--- config.mk ---
export PLATFORM = sky130hd
export DESIGN_NAME = pong_score_keeper
export DESIGN_NICKNAME = d
export VERILOG_FILES = /design/src/rtl/pong_score_keeper.sv
export SDC_FILE = /design/constraint.sdc
export NUM_CORES = 1
export LEC_CHECK = 0
export BUFFER_PORTS_ARGS = -buffer_cell sky130_fd_sc_hd__buf_2
export CAP_MARGIN = 20
export CORE_MARGIN = 10
export CORE_UTILIZATION = 29
export DETAILED_ROUTE_END_ITERATION = 10
export PLACE_DENSITY = 0.51
export RECOVER_POWER = 100
export SLEW_MARGIN = 20
export SYNTH_ARGS = -nofsm -noshare
export SYNTH_HDL_FRONTEND = slang
export SYNTH_SLANG_ARGS = --single-unit
export TNS_END_PERCENT = 50
--- constraint.sdc ---
create_clock -name clk -period 3.05 [get_ports clk]
set_input_delay 0.305 -clock clk [delete_from_list [all_inputs] [get_ports clk]]
set_output_delay 0.305 -clock clk [all_outputs]
set_load 0.005 [all_outputs]
--- src/rtl/pong_score_keeper.sv ---
// pong_score_keeper: point/serve/game-over flow for Pong.
// Turns ball-miss edges into points, holds the ball for SERVE_DELAY cycles
// before each serve, and detects the winner.
// Build option: define SCORE_WIN_BY_TWO_EN for win-by-two scoring with
// saturation at 15 and sudden death at 15-15.
module pong_score_keeper #(
  parameter int unsigned WIN_SCORE   = 11,
  parameter int unsigned SERVE_DELAY = 50000000,
  parameter int unsigned TMR_W       = 26
) (
  input  logic       clk,
  input  logic       reset,
  input  logic       start,
  input  logic       miss_left,
  input  logic       miss_right,
  output logic [4:0] score_left,
  output logic [4:0] score_right,
  output logic       serve_hold,
  output logic       point_pulse,
  output logic       game_over,
  output logic [1:0] winner
);

  localparam logic [1:0] IDLE      = 2'd0;
  localparam logic [1:0] SERVE     = 2'd1;
  localparam logic [1:0] PLAY      = 2'd2;
  localparam logic [1:0] GAME_OVER = 2'd3;

  localparam logic [4:0]       WIN5     = 5'(WIN_SCORE);
  localparam logic [TMR_W-1:0] TMR_LOAD = TMR_W'(SERVE_DELAY - 1);

  logic [1:0]       state;
  logic [TMR_W-1:0] timer;
  logic             start_q;
  logic             miss_left_q;
  logic             miss_right_q;

  logic             start_ev;
  logic             left_pt_ev;   // miss_right edge: point to the left player
  logic             right_pt_ev;  // miss_left edge: point to the right player

  logic [4:0]       left_raw;
  logic [4:0]       right_raw;
  logic [4:0]       left_next;
  logic [4:0]       right_next;
  logic             left_wins;
  logic             right_wins;

  assign start_ev    = start & ~start_q;
  assign left_pt_ev  = miss_right & ~miss_right_q;
  assign right_pt_ev = miss_left & ~miss_left_q;

  // Next score and win decision for a point to either side.
  always_comb begin
    left_raw  = score_left + 5'd1;
    right_raw = score_right + 5'd1;
`ifdef SCORE_WIN_BY_TWO_EN
    // left_raw may reach 16 when the scorer already sat at 15; that case is
    // an outright win (either the lead is already 2 or it is 15-15).
    left_next  = (score_left == 5'd15) ? 5'd15 : left_raw;
    right_next = (score_right == 5'd15) ? 5'd15 : right_raw;
    left_wins  = (left_raw >= WIN5) &&
                 ((left_raw >= score_right + 5'd2) || (score_left == 5'd15));
    right_wins = (right_raw >= WIN5) &&
                 ((right_raw >= score_left + 5'd2) || (score_right == 5'd15));
`else
    left_next  = left_raw;
    right_next = right_raw;
    left_wins  = (left_raw == WIN5);
    right_wins = (right_raw == WIN5);
`endif
  end

  // Edge-detect registers, game FSM, serve timer and registered outputs.
  always_ff @(posedge clk) begin
    if (reset) begin
      state        <= IDLE;
      timer        <= '0;
      start_q      <= 1'b1;
      miss_left_q  <= 1'b1;
      miss_right_q <= 1'b1;
      score_left   <= '0;
      score_right  <= '0;
      serve_hold   <= 1'b1;
      point_pulse  <= 1'b0;
      game_over    <= 1'b0;
      winner       <= 2'b00;
    end else begin
      start_q      <= start;
      miss_left_q  <= miss_left;
      miss_right_q <= miss_right;
      point_pulse  <= 1'b0;
      case (state)
        IDLE: begin
          serve_hold <= 1'b1;
          if (start_ev) begin
            score_left  <= '0;
            score_right <= '0;
            winner      <= 2'b00;
            game_over   <= 1'b0;
            timer       <= TMR_LOAD;
            state       <= SERVE;
          end
        end
        SERVE: begin
          if (timer == '0) begin
            serve_hold <= 1'b0;
            state      <= PLAY;
          end else begin
            timer <= timer - TMR_W'(1);
          end
        end
        PLAY: begin
          if (left_pt_ev && right_pt_ev) begin
            serve_hold <= 1'b1;
            timer      <= TMR_LOAD;
            state      <= SERVE;
          end else if (left_pt_ev) begin
            score_left  <= left_next;
            point_pulse <= 1'b1;
            serve_hold  <= 1'b1;
            if (left_wins) begin
              game_over <= 1'b1;
              winner    <= 2'b01;
              state     <= GAME_OVER;
            end else begin
              timer <= TMR_LOAD;
              state <= SERVE;
            end
          end else if (right_pt_ev) begin
            score_right <= right_next;
            point_pulse <= 1'b1;
            serve_hold  <= 1'b1;
            if (right_wins) begin
              game_over <= 1'b1;
              winner    <= 2'b10;
              state     <= GAME_OVER;
            end else begin
              timer <= TMR_LOAD;
              state <= SERVE;
            end
          end
        end
        GAME_OVER: begin
          serve_hold <= 1'b1;
          if (start_ev) begin
            score_left  <= '0;
            score_right <= '0;
            winner      <= 2'b00;
            game_over   <= 1'b0;
            timer       <= TMR_LOAD;
            state       <= SERVE;
          end
        end
        default: state <= IDLE;
      endcase
    end
  end

endmodule

==> impl_metrics.csv <==
group,metric,value,unit
layout,final_cell_mix,"dfxtp_1, nand2_1, nor2_1",
cts,ctsHoldBuffers,0,
yosys,synth_edf_count,0,
routing,ant_nets,0,
setup_path,path_buf_inv,0,
cts,cts-buffers-inserted,5,
setup_path,r2r_cells,5,
power,netSwitchingPower,0.00115,W
place,place_congestion,0.788,
layout,diodes,0,
setup_path,cp_top_family,"simple AND/OR/NAND/NOR gates",
sta,fmax,377,MHz
routing,routed_via_density,5.59,
grt,grt.overflow.total,0,
sta,tns,0,ns
cts,cts_tree,"built",
setup_path,cp.arrival,2.84,ns
floorplan,die_y,115,µm
floorplan,core_area,8720,µm²
layout,fin_nets,339,
routing,drtIter0Drc,121,
setup_path,crit_fanout,20,
cts,htreeDepth,2,
setup_path,worst_r2r_endpoint,"timer[15]",
power,p_leak,0.964,nW
grt,grt_first_pass_wirelength,11500,µm
yosys,syn_nets,330,
yosys,ys_async_sr_fraction,0,
sta,min_period,2.65,ns
power,power_frac_seq,0.364,
sta,finalClockSkew,0.0102,ns
setup_path,worstSetupEndpoint,"timer[15]",
setup_path,crit_type,"reg2reg",
place,place_hpwl,4490,µm
yosys,syn-cell-area,2600,µm²
sta,setup_viol,0,
sta,drv_slew,42,
grt,grt_usage,0.105,
sta,period_share,0.869,
layout,nFillCells,927,
cts,post_cts_buffers,0,
cts,root_buffer,"clkbuf_8",
setup_path,cp_slowest_cell,"or4_1",
power,clkPwrFrac,0.170,
cts,cts_buffer_depth,2,
yosys,synth-seq-cells,46,
cts,cts_resized,0,
yosys,ys_types,54,
layout,final_common_cell,"dfxtp_1",
power,vdd_drop_max,0.396,mV
yosys,yosysWarnings,0,
cts,cts_sinks,46,
place,io_buffer_count,19,
power,pwr-share-comb,0.466,
grt,grt_pass1_vias,2260,
status,violations,"capacitance limit, slew limit",
status,outcome,"finished, violations left",
setup_path,crit-reg2reg-launch,"timer[20]",
power,power-per-cell-area,911,nW/µm²
routing,avgRoutedWirePerCell,15.6,µm
setup_path,crit_required,3.24,ns
power,cell_internal_pwr,0.00145,W
setup_path,worstPathCellList,"or4_1, or3_1, o31a_1, and3_1, a311oi_1",
setup_path,worstSetupStartpointType,"flip-flop",
routing,drc_errors,0,
floorplan,die_w,115,µm
setup_path,slowest_delay,0.64,ns
setup_path,r2r_setup_slack,0.40,ns
yosys,syn_avg_cell_area,8.20,µm²
floorplan,ioPinCount,20,
routing,drt-total-wl,6790,µm
min_path,hold_path.class,"in2reg",
flow_run,cap_violations,1,
sta,rsz0062_at_grt,"no",
sta,maxSlewHeadroom,-0.298,
cts,clkTransAtPathRegs,0.09,ns
setup_path,crit_start,"timer[20]",
floorplan,row_count,34,
floorplan,start_util,0.298,
setup_path,cp.depth,5,
layout,synthToLayoutAreaGrowth,9.48,%
layout,drive_gt1_frac,0.0826,
sta,tightest_slew,1.95,ns
power,swShare,0.442,
yosys,seq_area_frac_synth,0.354,
grt,antenna_found_initial,0,
setup_path,crit_path_end_kind,"flip-flop",
routing,firstDrtPassIters,4,
routing,vias,2430,
cts,clk_latency,0.30,ns
sta,hold_viol,0,
sta,hold_slack,0.210,ns
yosys,synthFlopType,"dfxtp_1",
grt,grt_max_degree,42,
yosys,netlist_instances,317,
floorplan,dieArea,13100,µm²
[sequential cells by signal, indices dropped and copies added, names as in the netlist]
| name | cells |
|---|---|
| game_over | 1 |
| miss_left_q | 1 |
| miss_right_q | 1 |
| point_pulse | 1 |
| score_left | 5 |
| score_right | 5 |
| serve_hold | 1 |
| start_q | 1 |
| state | 2 |
| timer | 26 |
| winner | 2 |
[worst min path at each step]
stage	slack, ns	end	cells past startpoint	startpoint
3_3_place_gp	0.46	winner[0]	2	winner[0]
3_5_place_dp	0.45	winner[0]	2	winner[0]
6_report	0.21	start_q	2	start
2_1_floorplan	0.41	miss_left_q	1	miss_left
5_1_grt	0.20	start_q	2	start
4_1_cts	0.20	start_q	2	start
[power by group through the flow]
stage          Sequential, W  Clock [W]  Combinational, W
2_1_floorplan       0.000895          0          0.000998
3_3_place_gp        0.000945          0           0.00119
3_5_place_dp        0.000948          0           0.00121
4_1_cts             0.000937   0.000459           0.00121
5_1_grt             0.000971   0.000473           0.00138
6_report            0.000944   0.000441           0.00121
[stage by stage]
step / util / instance area [µm²] / total power [W] / std cells / setup slack (ns)
after floorplan: - / 2600 / 0.00189 / 317 / 0.613
after global placement: 0.316 / 2760 / 0.00213 / 427 / 0.501
after detailed placement: 0.316 / 2760 / 0.00216 / 427 / 0.450
after CTS: 0.329 / 2870 / 0.00261 / 435 / 0.437
after global routing: 0.326 / 2850 / 0.00283 / 435 / 0.181
final: 0.326 / 2850 / 0.00259 / 435 / 0.400
[per-layer routing]
metal	part of all wire	GRT usage	up-vias
met1	0.53	0.147	1151
met5	0	0	-
li1	-	-	1243
met2	0.43	0.157	28
met4	0.015	0.0368	0
met3	0.023	0.0173	8
[area by class of cell]
class	instances	area [µm²]	area share
multi-input cells	237	1530	0.537
clock buffers	8	110	0.0387
flip-flops and latches	46	921	0.324
inverters	13	48.8	0.0172
well taps	108	135	0.0475
repair buffers	23	103	0.0361
[cells by family after synthesis]
group,Yosys count,synth area share
and+or+nand+nor,120,0.251
AOI/OAI and AO/OA,105,0.283
DFF,46,0.354
buffers and inverters,34,0.0578
adders and majority gates,8,0.0385
muxes,3,0.0120
xor gates and xnor gates,1,0.00337
[Yosys cell counts (2+ instances only)]
master | n | area share
a211oi_1 | 3 | 0.0087
mux2i_1 | 2 | 0.0077
a311oi_1 | 17 | 0.057
o21ai_0 | 15 | 0.029
or2_2 | 5 | 0.012
nand4_1 | 6 | 0.014
buf_2 | 3 | 0.0058
nor2_1 | 18 | 0.026
nand2b_1 | 12 | 0.029
nor4b_1 | 3 | 0.010
or4_1 | 2 | 0.0058
ha_1 | 8 | 0.039
o22ai_1 | 2 | 0.0048
buf_6 | 2 | 0.0087
dfxtp_1 | 46 | 0.35
or3_1 | 6 | 0.014
o21ai_1 | 4 | 0.0077
clkbuf_1 | 15 | 0.022
a32oi_1 | 2 | 0.0067
nor4_1 | 5 | 0.012
and2_1 | 7 | 0.017
or4_4 | 2 | 0.0087
o41ai_1 | 2 | 0.0067
nand3_1 | 14 | 0.027
o211ai_1 | 5 | 0.014
nor3_1 | 13 | 0.025
a32o_1 | 3 | 0.012
a21oi_1 | 15 | 0.029
a31oi_1 | 17 | 0.041
o31ai_1 | 6 | 0.017
nand2_1 | 20 | 0.029
inv_1 | 13 | 0.019
a41oi_1 | 3 | 0.010
Power figures use the tool's default switching activity.
